===== config.mk =====
export PLATFORM = sky130hd
export DESIGN_NAME = axi_master_arb_flat
export DESIGN_NICKNAME = d
export VERILOG_FILES = /design/src/rtl/axi_pkg.sv /design/src/rtl/axi_master_arb_if.sv /design/src/rtl/rr_arbiter.sv /design/src/rtl/axi_master_arb.sv /design/src/flat_wrapper.sv
export SDC_FILE = /design/constraint.sdc
export NUM_CORES = 1
export LEC_CHECK = 0
export BUFFER_PORTS_ARGS = -buffer_cell sky130_fd_sc_hd__clkbuf_2
export CAP_MARGIN = 20
export CORE_AREA = 2 2 147 149
export CTS_CLUSTER_DIAMETER = 150
export DETAILED_ROUTE_END_ITERATION = 8
export DIE_AREA = 0 0 149 151
export PLACE_DENSITY_LB_ADDON = 0.15
export SLEW_MARGIN = 10
export SYNTH_ARGS = -nofsm -noshare
export SYNTH_HDL_FRONTEND = slang
export SYNTH_SLANG_ARGS = --single-unit

===== constraint.sdc =====
create_clock -name clock -period 1.9 [get_ports clock]
set_input_delay 0.19 -clock clock [delete_from_list [all_inputs] [get_ports clock]]
set_output_delay 0.19 -clock clock [all_outputs]
set_load 0.05 [all_outputs]

===== src/rtl/axi_pkg.sv =====
`default_nettype none
// ============================================================================
// Module      : axi_pkg
// Description : Shared AXI field encodings and arbiter FSM states.
// Revision    : 1.0
// ============================================================================
package axi_pkg;

    localparam logic [1:0] BURST_INCR      = 2'b01;
    localparam int         RESP_SLVERR     = 1;      // bresp/rresp bit that flags SLVERR/DECERR
    localparam logic [7:0] AXI_LEN_SINGLE  = 8'd0;

    typedef enum logic [2:0] {
        ST_IDLE    = 3'd0,
        ST_RD_ADDR = 3'd1,
        ST_RD_DATA = 3'd2,
        ST_WR_REQ  = 3'd3,
        ST_WR_RESP = 3'd4
    } state_t;

endpackage
`default_nettype wire


===== src/rtl/axi_master_arb_if.sv =====
`default_nettype none
// ============================================================================
// Module      : axi_master_arb_if
// Description : AXI4 master bus (AW/W/B/AR/R) with master/slave views.
// Revision    : 1.0
// ============================================================================
interface axi_master_arb_if #(
    parameter int ADDR_W = 32,
    parameter int DATA_W = 32,
    parameter int ID_W   = 4
) ();

    logic                awvalid;
    logic                awready;
    logic [ID_W-1:0]     awid;
    logic [ADDR_W-1:0]   awaddr;
    logic [7:0]          awlen;
    logic [2:0]          awsize;
    logic [1:0]          awburst;

    logic                wvalid;
    logic                wready;
    logic [DATA_W-1:0]   wdata;
    logic [DATA_W/8-1:0] wstrb;
    logic                wlast;

    logic                bvalid;
    logic                bready;
    logic [ID_W-1:0]     bid;
    logic [1:0]          bresp;

    logic                arvalid;
    logic                arready;
    logic [ID_W-1:0]     arid;
    logic [ADDR_W-1:0]   araddr;
    logic [7:0]          arlen;
    logic [2:0]          arsize;
    logic [1:0]          arburst;

    logic                rvalid;
    logic                rready;
    logic [ID_W-1:0]     rid;
    logic [DATA_W-1:0]   rdata;
    logic [1:0]          rresp;
    logic                rlast;

    modport master (
        output awvalid, awid, awaddr, awlen, awsize, awburst,
        output wvalid, wdata, wstrb, wlast,
        output bready,
        output arvalid, arid, araddr, arlen, arsize, arburst,
        output rready,
        input  awready, wready, bvalid, bid, bresp,
        input  arready, rvalid, rid, rdata, rresp, rlast
    );

    modport slave (
        input  awvalid, awid, awaddr, awlen, awsize, awburst,
        input  wvalid, wdata, wstrb, wlast,
        input  bready,
        input  arvalid, arid, araddr, arlen, arsize, arburst,
        input  rready,
        output awready, wready, bvalid, bid, bresp,
        output arready, rvalid, rid, rdata, rresp, rlast
    );

endinterface
`default_nettype wire


===== src/rtl/rr_arbiter.sv =====
`default_nettype none
// ============================================================================
// Module      : rr_arbiter
// Description : Combinational rotate-priority arbiter, search starts at last+1.
// Revision    : 1.0
// ============================================================================
module rr_arbiter #(
    parameter int N     = 2,
    parameter int IDX_W = (N > 1) ? $clog2(N) : 1
) (
    input  logic [N-1:0]     req,
    input  logic [IDX_W-1:0] last,
    output logic [N-1:0]     gnt,
    output logic [IDX_W-1:0] gnt_idx
);

    always_comb begin
        int   k;
        logic found;
        gnt     = '0;
        gnt_idx = '0;
        found   = 1'b0;
        k       = 0;
        for (int i = 1; i <= N; i++) begin
            k = int'(last) + i;
            if (k >= N) k = k - N;
            if (!found && req[k]) begin
                found      = 1'b1;
                gnt[k]     = 1'b1;
                gnt_idx    = k[IDX_W-1:0];
            end
        end
    end

endmodule
`default_nettype wire


===== src/rtl/axi_master_arb.sv =====
`default_nettype none
// ============================================================================
// Module      : axi_master_arb
// Description : N-port round-robin single-beat request bridge onto AXI4 master.
// Revision    : 1.0
// ============================================================================
module axi_master_arb
    import axi_pkg::*;
#(
    parameter int NUM_PORTS = 2,
    parameter int DATA_W    = 32,
    parameter int ADDR_W    = 32,
    parameter int ID_W      = 4
) (
    input  logic                          clock,
    input  logic                          reset,
    input  logic [NUM_PORTS-1:0]          req_valid,
    output logic [NUM_PORTS-1:0]          req_ready,
    input  logic [NUM_PORTS-1:0]          req_write,
    input  logic [NUM_PORTS*ADDR_W-1:0]   req_addr,
    input  logic [NUM_PORTS*DATA_W-1:0]   req_wdata,
    input  logic [NUM_PORTS*DATA_W/8-1:0] req_wstrb,
    input  logic [NUM_PORTS*3-1:0]        req_size,
    output logic [NUM_PORTS-1:0]          rsp_valid,
    output logic [DATA_W-1:0]             rsp_rdata,
    output logic                          rsp_err,
    axi_master_arb_if.master              io_master
);

    localparam int IDX_W  = (NUM_PORTS > 1) ? $clog2(NUM_PORTS) : 1;
    localparam int STRB_W = DATA_W / 8;

    state_t                 r_state;
    logic [IDX_W-1:0]       r_last_grant;
    logic [IDX_W-1:0]       r_grant;
    logic [ADDR_W-1:0]      r_addr;
    logic [DATA_W-1:0]      r_wdata;
    logic [STRB_W-1:0]      r_wstrb;
    logic [2:0]             r_size;
    logic                   r_awvalid;
    logic                   r_wvalid;
    logic                   r_arvalid;
    logic                   r_rready;
    logic                   r_bready;
    logic [NUM_PORTS-1:0]   r_rsp_valid;
    logic [DATA_W-1:0]      r_rsp_rdata;
    logic                   r_rsp_err;

    logic [NUM_PORTS-1:0]   w_gnt;
    logic [IDX_W-1:0]       w_gnt_idx;
    logic                   w_aw_done;
    logic                   w_w_done;
    logic                   w_unused_ok;

    rr_arbiter #(.N(NUM_PORTS), .IDX_W(IDX_W)) u_rr_arbiter (
        .req     (req_valid),
        .last    (r_last_grant),
        .gnt     (w_gnt),
        .gnt_idx (w_gnt_idx)
    );

    // Gated by reset so nothing is accepted while the block is held in reset.
    assign req_ready = (r_state == ST_IDLE && reset) ? w_gnt : '0;

    assign w_aw_done = !r_awvalid || io_master.awready;
    assign w_w_done  = !r_wvalid  || io_master.wready;

    always_ff @(posedge clock or negedge reset) begin
        if (!reset) begin
            r_state      <= ST_IDLE;
            r_last_grant <= IDX_W'(NUM_PORTS - 1);
            r_grant      <= '0;
            r_addr       <= '0;
            r_wdata      <= '0;
            r_wstrb      <= '0;
            r_size       <= '0;
            r_awvalid    <= 1'b0;
            r_wvalid     <= 1'b0;
            r_arvalid    <= 1'b0;
            r_rready     <= 1'b0;
            r_bready     <= 1'b0;
            r_rsp_valid  <= '0;
            r_rsp_rdata  <= '0;
            r_rsp_err    <= 1'b0;
        end else begin
            r_rsp_valid <= '0;
            case (r_state)
                ST_IDLE: begin
                    if (|req_valid) begin
                        r_grant      <= w_gnt_idx;
                        r_last_grant <= w_gnt_idx;
                        r_addr       <= req_addr[w_gnt_idx*ADDR_W +: ADDR_W];
                        r_wdata      <= req_wdata[w_gnt_idx*DATA_W +: DATA_W];
                        r_wstrb      <= req_wstrb[w_gnt_idx*STRB_W +: STRB_W];
                        r_size       <= req_size[w_gnt_idx*3 +: 3];
                        if (req_write[w_gnt_idx]) begin
                            r_awvalid <= 1'b1;
                            r_wvalid  <= 1'b1;
                            r_state   <= ST_WR_REQ;
                        end else begin
                            r_arvalid <= 1'b1;
                            r_state   <= ST_RD_ADDR;
                        end
                    end
                end
                ST_RD_ADDR: begin
                    if (io_master.arready) begin
                        r_arvalid <= 1'b0;
                        r_rready  <= 1'b1;
                        r_state   <= ST_RD_DATA;
                    end
                end
                ST_RD_DATA: begin
                    if (io_master.rvalid) begin
                        r_rready    <= 1'b0;
                        r_rsp_rdata <= io_master.rdata;
                        r_rsp_err   <= io_master.rresp[RESP_SLVERR]
                                     | (io_master.rid != ID_W'(r_grant))
                                     | !io_master.rlast;
                        r_rsp_valid <= NUM_PORTS'(1) << r_grant;
                        r_state     <= ST_IDLE;
                    end
                end
                ST_WR_REQ: begin
                    // AW and W complete independently; leave once both have handshaken.
                    if (r_awvalid && io_master.awready) r_awvalid <= 1'b0;
                    if (r_wvalid && io_master.wready)   r_wvalid  <= 1'b0;
                    if (w_aw_done && w_w_done) begin
                        r_bready <= 1'b1;
                        r_state  <= ST_WR_RESP;
                    end
                end
                ST_WR_RESP: begin
                    if (io_master.bvalid) begin
                        r_bready    <= 1'b0;
                        r_rsp_rdata <= '0;
                        r_rsp_err   <= io_master.bresp[RESP_SLVERR]
                                     | (io_master.bid != ID_W'(r_grant));
                        r_rsp_valid <= NUM_PORTS'(1) << r_grant;
                        r_state     <= ST_IDLE;
                    end
                end
                default: r_state <= ST_IDLE;
            endcase
        end
    end

    assign io_master.awvalid = r_awvalid;
    assign io_master.awid    = ID_W'(r_grant);
    assign io_master.awaddr  = r_addr;
    assign io_master.awlen   = AXI_LEN_SINGLE;
    assign io_master.awsize  = r_size;
    assign io_master.awburst = BURST_INCR;
    assign io_master.wvalid  = r_wvalid;
    assign io_master.wdata   = r_wdata;
    assign io_master.wstrb   = r_wstrb;
    assign io_master.wlast   = r_wvalid;
    assign io_master.bready  = r_bready;
    assign io_master.arvalid = r_arvalid;
    assign io_master.arid    = ID_W'(r_grant);
    assign io_master.araddr  = r_addr;
    assign io_master.arlen   = AXI_LEN_SINGLE;
    assign io_master.arsize  = r_size;
    assign io_master.arburst = BURST_INCR;
    assign io_master.rready  = r_rready;

    assign rsp_valid = r_rsp_valid;
    assign rsp_rdata = r_rsp_rdata;
    assign rsp_err   = r_rsp_err;

    assign w_unused_ok = ^{io_master.rresp[0], io_master.bresp[0]};

endmodule
`default_nettype wire

===== src/flat_wrapper.sv =====
// flat-port wrapper written by rule: the top's interface ports become plain ports
module axi_master_arb_flat import axi_pkg::*;
#(
    parameter int NUM_PORTS = 2,
    parameter int DATA_W    = 32,
    parameter int ADDR_W    = 32,
    parameter int ID_W      = 4
)
  (clock, reset, req_valid, req_ready, req_write, req_addr, req_wdata, req_wstrb, req_size, rsp_valid, rsp_rdata, rsp_err, io_master_awvalid, io_master_awid, io_master_awaddr, io_master_awlen, io_master_awsize, io_master_awburst, io_master_wvalid, io_master_wdata, io_master_wstrb, io_master_wlast, io_master_bready, io_master_arvalid, io_master_arid, io_master_araddr, io_master_arlen, io_master_arsize, io_master_arburst, io_master_rready, io_master_awready, io_master_wready, io_master_bvalid, io_master_bid, io_master_bresp, io_master_arready, io_master_rvalid, io_master_rid, io_master_rdata, io_master_rresp, io_master_rlast);
  axi_master_arb_if #(.ADDR_W(ADDR_W), .DATA_W(DATA_W), .ID_W(ID_W)) io_master_i ();
  input  logic clock;
  input  logic reset;
  input  logic [NUM_PORTS-1:0] req_valid;
  output logic [NUM_PORTS-1:0] req_ready;
  input  logic [NUM_PORTS-1:0] req_write;
  input  logic [NUM_PORTS*ADDR_W-1:0] req_addr;
  input  logic [NUM_PORTS*DATA_W-1:0] req_wdata;
  input  logic [NUM_PORTS*DATA_W/8-1:0] req_wstrb;
  input  logic [NUM_PORTS*3-1:0] req_size;
  output logic [NUM_PORTS-1:0] rsp_valid;
  output logic [DATA_W-1:0] rsp_rdata;
  output logic rsp_err;
  output wire logic [$bits(io_master_i.awvalid)-1:0] io_master_awvalid;
  output wire logic [$bits(io_master_i.awid)-1:0] io_master_awid;
  output wire logic [$bits(io_master_i.awaddr)-1:0] io_master_awaddr;
  output wire logic [$bits(io_master_i.awlen)-1:0] io_master_awlen;
  output wire logic [$bits(io_master_i.awsize)-1:0] io_master_awsize;
  output wire logic [$bits(io_master_i.awburst)-1:0] io_master_awburst;
  output wire logic [$bits(io_master_i.wvalid)-1:0] io_master_wvalid;
  output wire logic [$bits(io_master_i.wdata)-1:0] io_master_wdata;
  output wire logic [$bits(io_master_i.wstrb)-1:0] io_master_wstrb;
  output wire logic [$bits(io_master_i.wlast)-1:0] io_master_wlast;
  output wire logic [$bits(io_master_i.bready)-1:0] io_master_bready;
  output wire logic [$bits(io_master_i.arvalid)-1:0] io_master_arvalid;
  output wire logic [$bits(io_master_i.arid)-1:0] io_master_arid;
  output wire logic [$bits(io_master_i.araddr)-1:0] io_master_araddr;
  output wire logic [$bits(io_master_i.arlen)-1:0] io_master_arlen;
  output wire logic [$bits(io_master_i.arsize)-1:0] io_master_arsize;
  output wire logic [$bits(io_master_i.arburst)-1:0] io_master_arburst;
  output wire logic [$bits(io_master_i.rready)-1:0] io_master_rready;
  input wire logic [$bits(io_master_i.awready)-1:0] io_master_awready;
  input wire logic [$bits(io_master_i.wready)-1:0] io_master_wready;
  input wire logic [$bits(io_master_i.bvalid)-1:0] io_master_bvalid;
  input wire logic [$bits(io_master_i.bid)-1:0] io_master_bid;
  input wire logic [$bits(io_master_i.bresp)-1:0] io_master_bresp;
  input wire logic [$bits(io_master_i.arready)-1:0] io_master_arready;
  input wire logic [$bits(io_master_i.rvalid)-1:0] io_master_rvalid;
  input wire logic [$bits(io_master_i.rid)-1:0] io_master_rid;
  input wire logic [$bits(io_master_i.rdata)-1:0] io_master_rdata;
  input wire logic [$bits(io_master_i.rresp)-1:0] io_master_rresp;
  input wire logic [$bits(io_master_i.rlast)-1:0] io_master_rlast;
  assign io_master_awvalid = io_master_i.awvalid;
  assign io_master_awid = io_master_i.awid;
  assign io_master_awaddr = io_master_i.awaddr;
  assign io_master_awlen = io_master_i.awlen;
  assign io_master_awsize = io_master_i.awsize;
  assign io_master_awburst = io_master_i.awburst;
  assign io_master_wvalid = io_master_i.wvalid;
  assign io_master_wdata = io_master_i.wdata;
  assign io_master_wstrb = io_master_i.wstrb;
  assign io_master_wlast = io_master_i.wlast;
  assign io_master_bready = io_master_i.bready;
  assign io_master_arvalid = io_master_i.arvalid;
  assign io_master_arid = io_master_i.arid;
  assign io_master_araddr = io_master_i.araddr;
  assign io_master_arlen = io_master_i.arlen;
  assign io_master_arsize = io_master_i.arsize;
  assign io_master_arburst = io_master_i.arburst;
  assign io_master_rready = io_master_i.rready;
  assign io_master_i.awready = io_master_awready;
  assign io_master_i.wready = io_master_wready;
  assign io_master_i.bvalid = io_master_bvalid;
  assign io_master_i.bid = io_master_bid;
  assign io_master_i.bresp = io_master_bresp;
  assign io_master_i.arready = io_master_arready;
  assign io_master_i.rvalid = io_master_rvalid;
  assign io_master_i.rid = io_master_rid;
  assign io_master_i.rdata = io_master_rdata;
  assign io_master_i.rresp = io_master_rresp;
  assign io_master_i.rlast = io_master_rlast;
  axi_master_arb #(.NUM_PORTS(NUM_PORTS), .DATA_W(DATA_W), .ADDR_W(ADDR_W), .ID_W(ID_W)) u_core (.clock(clock), .reset(reset), .req_valid(req_valid), .req_ready(req_ready), .req_write(req_write), .req_addr(req_addr), .req_wdata(req_wdata), .req_wstrb(req_wstrb), .req_size(req_size), .rsp_valid(rsp_valid), .rsp_rdata(rsp_rdata), .rsp_err(rsp_err), .io_master(io_master_i));
endmodule

# Yosys cells after proc, flatten, opt, wreduce, memory -nomap -nowiden
# Cells that the tools add are included.
[word_totals]
output_inout_bits = 177
wordCells = 131
reg_bits = 116
in_bits = 198
[classes]
n_addsub = 4
n_reduce_logical = 28
shift = 5
magnitude_cmp = 7
n_mul = 1
n_eq_ne = 15
muxes = 52
n_bitwise = 4
[ops]
columns = ["cell", "count"]
rows = [
  ["$mux 32", 4],
  ["$shiftx 64x7->32", 2],
  ["$ge 32x1->1 const B", 2],
  ["$lt 32x3->1 const B", 2],
  ["$pmux 32 s2", 1],
  ["$ge 32x3->1 const B", 1],
  ["$sub 32x3->32 const B", 1],
  ["$mux 1", 26],
  ["$mux 3", 5],
  ["$pmux 3 s5", 1],
  ["$mux 2", 6],
  ["$ne 2x2->1 const B", 6],
  ["$pmux 1 s2", 6],
  ["$reduce_and 4->1", 3],
  ["$reduce_bool 2->1", 5],
  ["$reduce_and 3->1", 3],
  ["$ne 4x1->1", 2],
  ["$shiftx 8x4->4", 1],
  ["$logic_and 1x1->1", 7],
  ["$eq 3x2->1 const B", 2],
  ["$ne 2x1->1 const B", 3],
  ["$shiftx 6x4->3", 1],
  ["$reduce_and 5->1", 1],
  ["$logic_not 1->1", 4],
  ["other kinds (17)", 21],
]

# Longest topological paths before layout
[depth]
depth_word = 15
mapped_depth = 6

# Hierarchy
# Synthesis repeated with hierarchy kept, for this count alone.
[unflattened]
cells_unflattened = 526
hier_area_um2 = 5584.1
[modules_own_cells]
columns = ["module", "cells_each", "n_inst", "area_per_inst_um2"]
rows = [
  ["axi_master_arb", 522, 1, 5557.8],
  ["rr_arbiter", 4, 1, 26.3],
]

# Worst setup path after synthesis
# OpenSTA, ideal clock, no wires.
[synth_timing]
path_type = "register -> output"
start = "register u_core.r_last_grant"
end = "output port req_ready[0]"
setup_slack_ns = 0.242
path_stages_with_launch = 5
path_buffers = 2
arrival_ns = 1.468
required_ns = 1.710
cell_sequence = "dfstp_2 -> a21boi_4 -> buf_8 -> buf_8 -> and4b_1"
[synth_via]
elab_chain_cells = 11
[synth_lines]
columns = ["element", "line", "rtl"]
rows = [
  ["start: declaration", "axi_master_arb.sv:34", "logic [IDX_W-1:0] r_last_grant;"],
  ["start signal: assignment", "axi_master_arb.sv:71", "r_last_grant <= IDX_W'(NUM_PORTS - 1);"],
  ["start signal: assignment", "axi_master_arb.sv:91", "r_last_grant <= w_gnt_idx;"],
  ["$add 1x1->2", "rr_arbiter.sv:25", "k = int'(last) + i;"],
  ["$sub 32x3->32 or $ge 32x3->1 (tied branches)", "rr_arbiter.sv:26", "if (k >= N) k = k - N;"],
  ["$mux 32", "rr_arbiter.sv:26", ""],
  ["$ge 32x1->1 (implied by the code), or another cell as far along", "rr_arbiter.sv:29", "gnt[k] = 1'b1;"],
  ["$logic_and 1x1->1 (implied by the code) or $mux 1 (tied branches)", "rr_arbiter.sv:29, rr_arbiter.sv:27", ""],
  ["$mux 1, on equally long branches", "rr_arbiter.sv:29, rr_arbiter.sv:27", ""],
  ["$demux 1 s1 or $mux 1 (tied branches)", "rr_arbiter.sv:29, rr_arbiter.sv:27", ""],
  ["$mux 2 or $logic_not 1->1 (tied branches)", "rr_arbiter.sv:27", "if (!found && req[k]) begin"],
  ["$or 2x2->2 (no source line) or $logic_and 1x1->1 (tied branches)", "n/a", ""],
  ["$mux 2 *", "rr_arbiter.sv:27", ""],
  ["$mux 2 *", "axi_master_arb.sv:63", "assign req_ready = (r_state == ST_IDLE && reset) ? w_gnt : '0;"],
  ["end: declaration", "flat_wrapper.sv:14", "output logic [NUM_PORTS-1:0] req_ready;"],
]
# Mark *: on every way between the ends. The rest lies on a longest branch, timed or not. The select of a mux whose other input is x is not followed.

# Worst setup path after layout
[layout_timing]
start = "register u_core.r_state[2]"
end = "output port req_ready[0]"
[layout_via]
elab_chain_cells = 3
[layout_lines]
columns = ["element", "line", "rtl"]
rows = [
  ["start: declaration", "axi_master_arb.sv:33", "state_t r_state;"],
  ["start signal: assignment", "axi_master_arb.sv:70", "r_state <= ST_IDLE;"],
  ["start signal: assignment", "axi_master_arb.sv:99", "r_state <= ST_WR_REQ;"],
  ["start signal: assignment", "axi_master_arb.sv:102", "r_state <= ST_RD_ADDR;"],
  ["$logic_not 3->1", "axi_master_arb.sv:63", ""],
  ["$logic_and 1x1->1", "axi_master_arb.sv:63", ""],
  ["$mux 2", "axi_master_arb.sv:63", ""],
]
# No other way between the ends.

==> results by group <==
Cells and area
  • Fin util: 39.6%
  • N_diodes: 0
  • Area grow syn2layout: 40.8%
  • Layout cells sized above 1: 42.2%
  • Fillers: 2,152
  • Commonest non-fill, non-tap cell in the layout: clkbuf_2
  • Nets: 1,119
  • Most frequent cells in the layout: 343 x clkbuf_2, 143 x nand2_1, 114 x dfrtp_1

Logic synthesis
  • Seq cells post-synth: 116
  • Ys async rst share: 100%
  • Share of the synthesized area in the top cell type: 49.1%
  • Post-synth EDFFs: 0
  • Synth area leaders: dfrtp_1 49%, mux2i_1 12%, buf_4 9.2%, nand2_1 9.2%, o21ai_1 6.8%
  • Yosys cell types: 41
  • Post-Syn Area: 0.00586 mm2
  • Post-Syn Area per Cell: 9.93 um2
  • Post-synthesis sequential area ratio: 49.6%
  • Synth area leader: dfrtp_1
  • Top FF cell, synth: dfrtp_1
  • Syn Inst Count: 590
  • Synth warnings: 0

Power and ir drop
  • P_leak: 4.48 nW
  • Peak VDD IR: 0.000732 V
  • Pwr dens: 2150 mW/mm2

Floorplan
  • Die area: 0.0225 mm2
  • I/O pin total: 375
  • Die X: 149 um
  • Initial Utilization: 28.1%
  • Floorplan Core Area: 0.0208 mm2
  • FP Rows: 53
  • Die height: 151 um

Global routing
  • Total routing usage reported by global routing: 14.2%
  • First-pass GRT wire length: 24,600 um
  • Vias in the first global route: 4,578
  • Initial antenna violation count: 0
  • Grt ovf: 0
  • Largest net degree at the start of global routing: 138

Detailed routing
  • Initial drt markers: 202
  • DR WL/cell: 14.1 um
  • Final ANT Viol Nets: 0
  • Final WL: 17,100 um
  • Drt pass-1 iters: 4
  • Vias per cell: 4.22
  • DRC: 0
  • Vias after detailed routing: 5,097

Critical path
  • Startpoint Class: flip-flop
  • Worst setup EP type: output pin
  • CP Max Fanout: 13
  • Worst EP arrival: 1.59 ns
  • R2R Setup Slk: 0.28 ns
  • Worst reg-to-reg path cell count: 6
  • Setup CP Type: flip-flop to output pin
  • Worst reg2reg startpoint: u_core.r_state[2]
  • Req. time, crit path: 1.71 ns
  • Reg2reg end: u_core.io_master.wlast

Clock network
  • Clock transition at path regs: 0.06 ns
  • Clock Latency Late Sink: 0.41 ns
  • TritonCTS clock tree: built
  • Root buf cell: clkbuf_16
  • CTS Sinks: 116
  • Max clock buf depth: 2
  • Num CTS Buffers: 17
  • Number of H-tree levels: 4

Timing
  • Skew final: 0.00833 ns
  • Max Slew Vio Count: 0
  • Final setup margin: 0.119 ns
  • Hold Slack: 0.0246 ns
  • Tmin final: 1.78 ns
  • TNS Setup: 0 ns
  • Final setup viols: 0
  • Worst Tran Pin Value: 0.681 ns
  • Final worst-path cycle share: 93.8%
  • RSZ-0062 raised after global routing: no
  • Final Hold Fails: 0
  • Achievable Freq: 0.561 GHz
  • Slew Limit Headroom: 54.6%

Worst hold path
  • Worst Hold Class: primary input to flip-flop
  • Worst hold path endpoint: u_core.rsp_rdata[22]
  • Worst hold stages: 3
  • Hold_sp: io_master_rdata[22]

Placed design
  • Pre-CTS WS: 0.202 ns
  • GPL Wtd Cong: 0.737
  • I/O Buffers: 346
  • Final HPWL DP: 12,300 um

Job
  • Max Cap Violations: 0

Status
  • Status: finished, final reports clean
-- critical path, cell delays in order, from the launching register on --
cell and delay [ns]:
dfrtp_2 0.49, nor3_4 0.24, and4b_1 0.21, clkbuf_4 0.24
-- logic make-up (layout without fill, tap and decap cells) --
logic type	count (synthesis)	after routing	share of synthesized area, %
AOI/OAI and AO/OA	129	129	12.0
and+or+nand+nor	167	167	11.7
buffers and inverters	103	423	14.1
DFF	116	116	49.6
muxes	73	73	12.5
other	2	26	0.128
-- cells in the mapped netlist (4+ instances only) --
master and number:
nor2_1 6, o21ai_1 80, nand2_1 143, clkbuf_1 9, buf_12 5, dfrtp_1 115
o21ai_0 25, mux2i_1 73, buf_4 72, inv_1 4, a21oi_1 7, buf_6 8
-- flip-flops by register name, summed over array words and instances, names as in the netlist --
register and count:
u_core.io_master.araddr 32, u_core.io_master.arsize 3, u_core.io_master.arvalid 1, u_core.io_master.awvalid 1
u_core.io_master.bready 1, u_core.io_master.rready 1, u_core.io_master.wdata 32, u_core.io_master.wlast 1
u_core.io_master.wstrb 4, u_core.r_grant 1, u_core.r_last_grant 1, u_core.r_state 3
u_core.rsp_err 1, u_core.rsp_rdata 32, u_core.rsp_valid 2
-- report_power, final --
part	internal (W)	total (W)	switching (W)
sequential	0.00367	0.00446	0.000795
clock	0.00195	0.00306	0.00111
combinational	0.00229	0.0102	0.00790
total	0.00791	0.0177	0.00981
-- worst max-delay path by stage --
stage / start / to / slack (ns) / cells after the start
after global placement: u_core.r_state[2] / u_core.io_master.wlast / 0.21 / 5
after global routing: u_core.r_state[2] / req_ready[0] / 0.05 / 3
final: u_core.r_state[2] / req_ready[0] / 0.12 / 3
after CTS: u_core.r_state[2] / req_ready[0] / 0.03 / 3
after floorplan: u_core.r_last_grant / req_ready[0] / 0.24 / 4
after detailed placement: u_core.r_state[2] / u_core.io_master.wlast / 0.20 / 5
-- what timing repair did --
action / in CTS / in global routing
setup buffers: 2 / 0
hold buffers: 29 / 0
resized for setup: 2 / 3
cloned: 0 / 1
endpoints found under the hold margin: 143 / 0
endpoints found under the setup margin: 2 / 5
pin swaps: 1 / 0
-- layout make-up --
class	instances	area [um2]	area share (%)
flip-flops and latches	116	2910	35.2
multi-input cells	395	2240	27.1
repair buffers	387	2190	26.5
clock buffers	22	454	5.50
well taps	275	344	4.17
clock inverters	10	108	1.30
inverters	4	15.0	0.182
-- layer usage --
metal,vias to the layer above,GRT usage [%],routed length [um]
met4,0,6.19,315
met3,21,3.01,1140
li1,2564,-,-
met2,223,24.9,8770
met5,-,0,0
met1,2289,16.7,6850
-- metrics by stage --
stage | power, W | std cells | instance area (um2)
after global routing | 0.0188 | 1209 | 8250
after floorplan | 0.0129 | 614 | 5950
after CTS | 0.0179 | 1208 | 8240
after global placement | 0.0146 | 1145 | 7360
final | 0.0177 | 1209 | 8250
after detailed placement | 0.0147 | 1145 | 7360
Note: power is estimated with default switching activity, not from simulation.
